**config.mk**
```make
export PLATFORM = sky130hd
export DESIGN_NAME = vga_fb_arbiter
export DESIGN_NICKNAME = d
export VERILOG_FILES = /design/src/rtl/vga_pkg.sv /design/src/rtl/vga_window_decode.sv /design/src/rtl/vga_fb_arbiter.sv
export SDC_FILE = /design/constraint.sdc
export NUM_CORES = 1
export LEC_CHECK = 0
export BUFFER_PORTS_ARGS = -buffer_cell sky130_fd_sc_hd__buf_2
export CORE_MARGIN = 4
export CORE_UTILIZATION = 46
export DETAILED_ROUTE_END_ITERATION = 8
export GPL_TIMING_DRIVEN = 0
export PLACE_DENSITY = 0.88
export SLEW_MARGIN = 10
export SYNTH_ARGS = -nofsm -noshare
export SYNTH_HDL_FRONTEND = slang
export SYNTH_SLANG_ARGS = --single-unit
```
**constraint.sdc**
```tcl
create_clock -name CLK -period 3.17 [get_ports CLK]
set_input_delay 0.317 -clock CLK [delete_from_list [all_inputs] [get_ports CLK]]
set_output_delay 0.317 -clock CLK [all_outputs]
set_load 0.02 [all_outputs]
```
**src/rtl/vga_pkg.sv**
```systemverilog
// vga_pkg: 800x600 timing constants, host FSM encoding and frame-buffer parking address
package vga_pkg;
    localparam int H_SYNC = 128;
    localparam int H_BP = 88;
    localparam int V_SYNC = 4;
    localparam int V_BP = 23;
    localparam int HSTART = H_SYNC + H_BP;
    localparam int VSTART = V_SYNC + V_BP;
    localparam logic [10:0] PARK_ADDR_DFLT = 11'd17;
    typedef enum logic [1:0] {ST_IDLE, ST_ISSUE, ST_WAIT, ST_ACK} host_st_t;
endpackage

```
**src/rtl/vga_window_decode.sv**
```systemverilog
// vga_window_decode: registered flag marking the guarded display window around the visible image
module vga_window_decode #(
    parameter int _X = 128,
    parameter int _Y = 128,
    parameter int _XOFF = 0,
    parameter int _YOFF = 0,
    parameter int HSTART = vga_pkg::HSTART,
    parameter int VSTART = vga_pkg::VSTART,
    parameter int GUARD = 3
) (
    input  logic        CLK,
    input  logic        RSTn,
    input  logic [10:0] qC1,
    input  logic [9:0]  qC2,
    output logic        disp_win_r
);
    localparam logic [11:0] V_LO = 12'(VSTART + _YOFF);
    localparam logic [11:0] V_HI = 12'(VSTART + _YOFF + _Y);
    localparam logic [11:0] H_LO = 12'(HSTART + _XOFF - GUARD);
    localparam logic [11:0] H_HI = 12'(HSTART + _XOFF + _X + GUARD);
    logic [11:0] h, v;
    assign h = {1'b0, qC1};
    assign v = {2'b0, qC2};
    always_ff @(posedge CLK or negedge RSTn)
        if (!RSTn) disp_win_r <= 1'b0;
        else disp_win_r <= v > V_LO && v <= V_HI && h > H_LO && h <= H_HI;
endmodule

```
**src/rtl/vga_fb_arbiter.sv**
```systemverilog
// vga_fb_arbiter: shares a single-port frame-buffer RAM between the VGA fetcher and a host port
module vga_fb_arbiter #(
    parameter int _X = 128,
    parameter int _Y = 128,
    parameter int _XOFF = 0,
    parameter int _YOFF = 0,
    parameter int HSTART = vga_pkg::HSTART,
    parameter int VSTART = vga_pkg::VSTART,
    parameter int GUARD = 3,
    parameter logic [10:0] PARK_ADDR = vga_pkg::PARK_ADDR_DFLT
) (
    input  logic        CLK,
    input  logic        RSTn,
    input  logic [10:0] qC1,
    input  logic [9:0]  qC2,
    input  logic [10:0] disp_addr,
    output logic [7:0]  disp_data,
    input  logic        host_req,
    input  logic        host_we,
    input  logic [10:0] host_addr,
    input  logic [7:0]  host_wdata,
    output logic        host_ack,
    output logic [7:0]  host_rdata,
    output logic [10:0] ram_addr,
    output logic        ram_we,
    output logic [7:0]  ram_wdata,
    input  logic [7:0]  ram_rdata,
    output logic        busy
);
    vga_pkg::host_st_t st;
    logic        disp_win_r;
    logic [10:0] a_q;
    logic        we_q;
    logic [7:0]  wd_q;

    vga_window_decode #(
        ._X(_X), ._Y(_Y), ._XOFF(_XOFF), ._YOFF(_YOFF),
        .HSTART(HSTART), .VSTART(VSTART), .GUARD(GUARD)
    ) u_win (
        .CLK(CLK), .RSTn(RSTn), .qC1(qC1), .qC2(qC2), .disp_win_r(disp_win_r)
    );

    // display always wins the port; the guard band keeps host cycles clear of the image span
    always_comb begin
        ram_addr = disp_win_r ? disp_addr : st == vga_pkg::ST_ISSUE ? a_q : PARK_ADDR;
        ram_we = !disp_win_r && st == vga_pkg::ST_ISSUE && we_q;
        ram_wdata = wd_q;
        disp_data = ram_rdata;
    end

    always_ff @(posedge CLK or negedge RSTn)
        if (!RSTn) begin
            st <= vga_pkg::ST_IDLE;
            host_ack <= 1'b0;
            host_rdata <= 8'h00;
            busy <= 1'b0;
            a_q <= PARK_ADDR;
            we_q <= 1'b0;
            wd_q <= 8'h00;
        end else begin
            host_ack <= 1'b0;
            case (st)
                vga_pkg::ST_IDLE:
                    if (host_req && !disp_win_r && !host_ack) begin
                        st <= vga_pkg::ST_ISSUE;
                        busy <= 1'b1;
                        a_q <= host_addr;
                        we_q <= host_we;
                        wd_q <= host_wdata;
                    end
                vga_pkg::ST_ISSUE: begin
                    st <= we_q ? vga_pkg::ST_ACK : vga_pkg::ST_WAIT;
                    host_ack <= we_q;
                end
                vga_pkg::ST_WAIT: begin
                    host_rdata <= ram_rdata;
                    st <= vga_pkg::ST_ACK;
                    host_ack <= 1'b1;
                end
                vga_pkg::ST_ACK: begin
                    st <= vga_pkg::ST_IDLE;
                    busy <= 1'b0;
                end
            endcase
        end
endmodule

```
# Word level (Yosys, flattened, before mapping)

Cells that the tools add are included.

Multiplexer cells: 8
$lt $le $gt $ge: 4
Reductions and logical operators: 13
Equal/unequal tests: 4

Operators by type and width:

| operator              | count |
|---|---|
| $mux W11              | 2 |
| $gt A11 B8 Y1 const B | 1 |
| $le A11 B9 Y1 const B | 1 |
| $gt A10 B5 Y1 const B | 1 |
| $le A10 B8 Y1 const B | 1 |
| $pmux W2 S4           | 1 |
| $logic_and A1 B1 Y1   | 7 |
| $eq A2 B2 Y1 const B  | 2 |
| $pmux W1 S2           | 2 |
| $reduce_and A2 Y1     | 2 |
| $eq A2 B1 Y1 const B  | 1 |
| $logic_not A1 Y1      | 2 |
| $logic_not A2 Y1      | 1 |
| $mux W1               | 2 |
| $mux W2               | 1 |
| $ne A2 B2 Y1 const B  | 1 |
| $reduce_bool A2 Y1    | 1 |

Word-level logic and storage cells: 37
Output and inout port bits: 38
Register bits: 33
Input port bits: 63

# Logic depth before layout (Yosys ltp)

Word-level depth: 5
Mapped depth: 6
Mapped depth without buffers: 5

# Modules after synthesis

A second synthesis with hierarchy kept.

Cells, all modules: 124
Area total of the unflattened synthesis: 1704.1 sq um

By module, submodules not included:

| module            | sequential area each (sq um) | area an instance (sq um) | times used | cells an instance |
|---|---|---|---|---|
| vga_fb_arbiter    | 803.3                        | 1600.3                   | 1          | 112 |
| vga_window_decode | 25.0                         | 103.8                    | 1          | 12 |

# Worst setup path after synthesis

OpenSTA, ideal clock, no wires.

Kind: register to output
Start: register st[1]
End: output port ram_addr[10]
Path buffers: 1
Stages on the path, launching flop included: 6
Arrival: 1.310 ns
Setup slack: 1.543 ns
Data required time: 2.853 ns
Cells stage by stage: dfrtp_1 > inv_1 > ha_1 > nor2b_1 > clkbuf_1 > a22o_1

Word-level cells in the longest chain between the ends: 3

RTL lines:

| item                     | RTL line             | source |
|---|---|---|
| start: declaration       | vga_fb_arbiter.sv:30 | `vga_pkg::host_st_t st;` |
| start signal: assignment | vga_fb_arbiter.sv:53 | `st <= vga_pkg::ST_IDLE;` |
| start signal: assignment | vga_fb_arbiter.sv:65 | `st <= vga_pkg::ST_ISSUE;` |
| start signal: assignment | vga_fb_arbiter.sv:72 | `st <= we_q ? vga_pkg::ST_ACK : vga_pkg::ST_WAIT;` |
| $eq A2 B1 Y1             | vga_fb_arbiter.sv:45 | `ram_addr = disp_win_r ? disp_addr : st == vga_pkg::ST_ISSUE ? a_q : PARK_ADDR;` |
| $mux W11 (2 in series)   | vga_fb_arbiter.sv:45 |  |
| end: declaration         | vga_fb_arbiter.sv:24 | `output logic [10:0] ram_addr,` |

No other way between the ends.

# Worst setup path after layout

Start: register st[1]
End: output port ram_addr[6]

The elaborated chain is that of the path after synthesis.

==> flow_metrics.env <==
export IMPL_run_status="finished, final reports clean"
export IMPL_fin_tns_setup_ns=0
export IMPL_critical_path_cell_chain="inv_1 > ha_1 > nor2b_1 > clkbuf_1 > a22o_1 > buf_2"
export IMPL_timing_final_max_slew_violations=0
export IMPL_tritoncts_clock_tree="yes"
export IMPL_final_cell_count_no_fill=276
export IMPL_clk_insertion_delay_late_ns=0.33
export IMPL_synth_top_family_by_area="multiplexers"
export IMPL_grt_first_pass_wirelength_um=5550
export IMPL_die_width_um=68.2
export IMPL_required_ns=2.85
export IMPL_setup_repair_after_global_routing_missed_its_margin="no"
export IMPL_route_detailed_vias_per_inst=4.88
export IMPL_post_synthesis_xor_xnor_area_fraction=0.00525
export IMPL_avgSynthCellArea_um2=13.4
export IMPL_critical_path_peak_fanout=8
export IMPL_muxShareOfSynthArea=0.244
export IMPL_routedWlPerCell_um=13.8
export IMPL_timing_critical_path_slowest_stage_cell="dfrtp_1"
export IMPL_synth_most_common_cell="dfrtp_1"
export IMPL_synth_ff_latch_count=33
export IMPL_wl_um=3820
export IMPL_detail_route_drc_violations=0
export IMPL_synth_simple_gate_area_frac=0.0660
export IMPL_globalRouteTotalUtil=0.164
export IMPL_report_power_total_mw=2.04
export IMPL_synth_enable_flop_cells=0
export IMPL_crit_arrival_ns=1.88
export IMPL_max_clock_freq_mhz=456
export IMPL_gp_congestion=0.778
export IMPL_clk_transition_reported_paths_ns=0.10
export IMPL_synthesis_area_mm2=0.00167
export IMPL_placeableCoreArea_mm2=0.00342
export IMPL_worst_slew_pin_slew_ns=0.698
export IMPL_diodes=0
export IMPL_final_min_clock_period_ns=2.19
export IMPL_number_of_warnings_reported_in_the_yosys_synthesis_log=0
export IMPL_drive_above_1_share=0.635
export IMPL_postCtsSetupRepairBufs=0
export IMPL_maxSlewHeadroom=0.535
export IMPL_dp_cells=268
export IMPL_grt_max_degree=34
export IMPL_synth_seq_area_share=0.496
export IMPL_post_route_period_util=0.692
export IMPL_synth_adder_area_share=0.0375
export IMPL_num_vias=1347
export IMPL_die_area_mm2=0.00466
export IMPL_dominant_cells_by_area_after_synthesis="dfrtp_1, mux2_4, mux2_2"
export IMPL_ys_top_cells_by_count="dfrtp_1, mux2_4, mux2_2, a22o_1, buf_4"
export IMPL_mappedNetlistNets=193
export IMPL_gr_total_overflow=0
export IMPL_final_util=0.663
export IMPL_pin_count=101
export IMPL_p_leak_nw=1.21
export IMPL_startpoint_type="register"
export IMPL_area_growth_from_synthesis_to_layout_pct=35.6
export IMPL_ys_async_sr_fraction=1.00
export IMPL_tritoncts_num_buffers=5
export IMPL_criticalPathCategory="reg2out"
export IMPL_vias_in_the_first_global_route=1325
export IMPL_grt_antenna_before_repair=0
export IMPL_clkSinkCount=33
export IMPL_synthesis_instances=125
export IMPL_first_iter_violations=31
export IMPL_detailedRoute_firstPassIterationCount=4
export IMPL_end_kind="output pin"
export IMPL_rows=21
export IMPL_post_cts_repair_resize_count=0
export IMPL_hold_slack_ns=0.0199
export IMPL_holdBufCountCts=0
export IMPL_max_stage_delay_ns=0.42
export IMPL_finClkSkew_ns=0.0146
export IMPL_fin_nets=297
export IMPL_yosys_area_top_type_share=0.465
export IMPL_die_boundary_height_um=68.2
export IMPL_initial_utilization=0.489
export IMPL_synth_distinct_cells=28
export IMPL_ctsRootBufferMaster="clkbuf_4"
export IMPL_irDropWorstVdd_mv=0.496
export IMPL_regToRegStartpoint="st[0]"
export IMPL_hold_class="in2async"
export IMPL_cts_htree_levels=2
export IMPL_detail_route_antenna_nets=0
export IMPL_synth_compound_area_frac=0.0847
export IMPL_cellPowerDensity_mw_per_mm2=903
export IMPL_synth_area_leader_cell="dfrtp_1"
export IMPL_worst_path_dominant_cell_family="buffers and inverters"
export IMPL_hpwl_um=3200
export IMPL_synth_flop_cell="dfrtp_1"
export IMPL_max_cap_viol_count=0
export IMPL_finalSetupViolations=0
export IMPL_final_hold_viol_count=0
export IMPL_filler_cell_count_in_the_final_layout=266
export IMPL_setup_worst_path_start="st[1]"
export IMPL_crit_buf_inv=3
export IMPL_clock_tree_buffer_depth=2
export IMPL_numPortBuffers=97
[cells by family (layout without fill, tap and decap cells)]
logic type               Yosys count  in the layout
flip-flops                        33             33
AO/OA/AOI/OAI                     19             19
AND/OR/NAND/NOR                   20             20
buffers and inverters             17            122
XOR/XNOR                           1              1
multiplexers                      30             30
adder cells (fa/ha/maj)            5              5
[flip-flops by register name, summed over array words and instances, names as in the netlist]
| signal | cells |
|---|---|
| ram_wdata | 8 |
| host_rdata | 8 |
| a_q | 11 |
| host_ack | 1 |
| busy | 1 |
| u_win.disp_win_r | 1 |
| we_q | 1 |
| st | 2 |
[per-stage QoR]
step	cell area, um^2	worst slack [ns]
finish	2260	0.976
detailed placement	2210	1.34
CTS	2260	0.965
global route	2260	0.779
floorplan	1670	1.54
global placement	2210	1.37
[layout by cell type, fill, tap and decap left out]
cell type / count
a21oi_1: 5
mux2i_1: 1
mux2_4: 19
dfrtp_1: 31
clkbuf_4: 5
clkbuf_1: 3
a22o_1: 8
nor2b_1: 3
and4bb_4: 1
o22ai_1: 1
nand2b_1: 2
nand3_1: 2
o311a_1: 1
buf_4: 8
inv_1: 4
or3b_1: 1
nor4_1: 1
mux2_1: 1
nand2_1: 5
o21ai_0: 1
clkinv_2: 2
xnor2_1: 1
a211oi_1: 1
buf_6: 2
mux2_2: 9
ha_1: 5
dfstp_2: 2
buf_2: 98
nor2_1: 5
a311oi_1: 2
[worst paths after layout]
path	end	cells after the start	slack [ns]
max	ram_addr[6]	6	0.98
min	ram_wdata[5]	1	0.02
max reg2reg	a_q[3]	5	1.55
min reg2reg	host_rdata[0]	1	0.51
max in group asynchronous	st[0]	1	2.69
min in group CLK	we_q	2	0.20
[worst reg2reg max path: cells and delay by family (launching register included)]
kind,cells,cell delay (ns)
adder cells (fa/ha/maj),1,0.21
buffers and inverters,2,0.31
flip-flops,1,0.41
multiplexers,1,0.32
AND/OR/NAND/NOR,1,0.28
[layer usage]
metal	part of all wire	GRT usage
met2	0.55	0.307
met3	0.092	0.0493
met5	0	0
met1	0.34	0.166
met4	0.021	0.0720
[power breakdown]
part / internal [mW] / switching, mW / leakage [nW]
sequential: 0.640 / 0.123 / 0.391
clock: 0.0844 / 0.134 / 0.0320
combinational: 0.534 / 0.530 / 0.785
[cell type report]
cell class                 instances  area, um^2  share of cell area
clock inverter                     2        10.0             0.00442
multi-input combinational         75         731               0.323
clock buffer                       6        41.3              0.0182
sequential                        33         828               0.366
inverter                           4        15.0             0.00663
timing repair buffer              97         485               0.214
tap                               46        57.6              0.0254
buffer                            13        95.1              0.0420
Power figures use the tool's default switching activity.
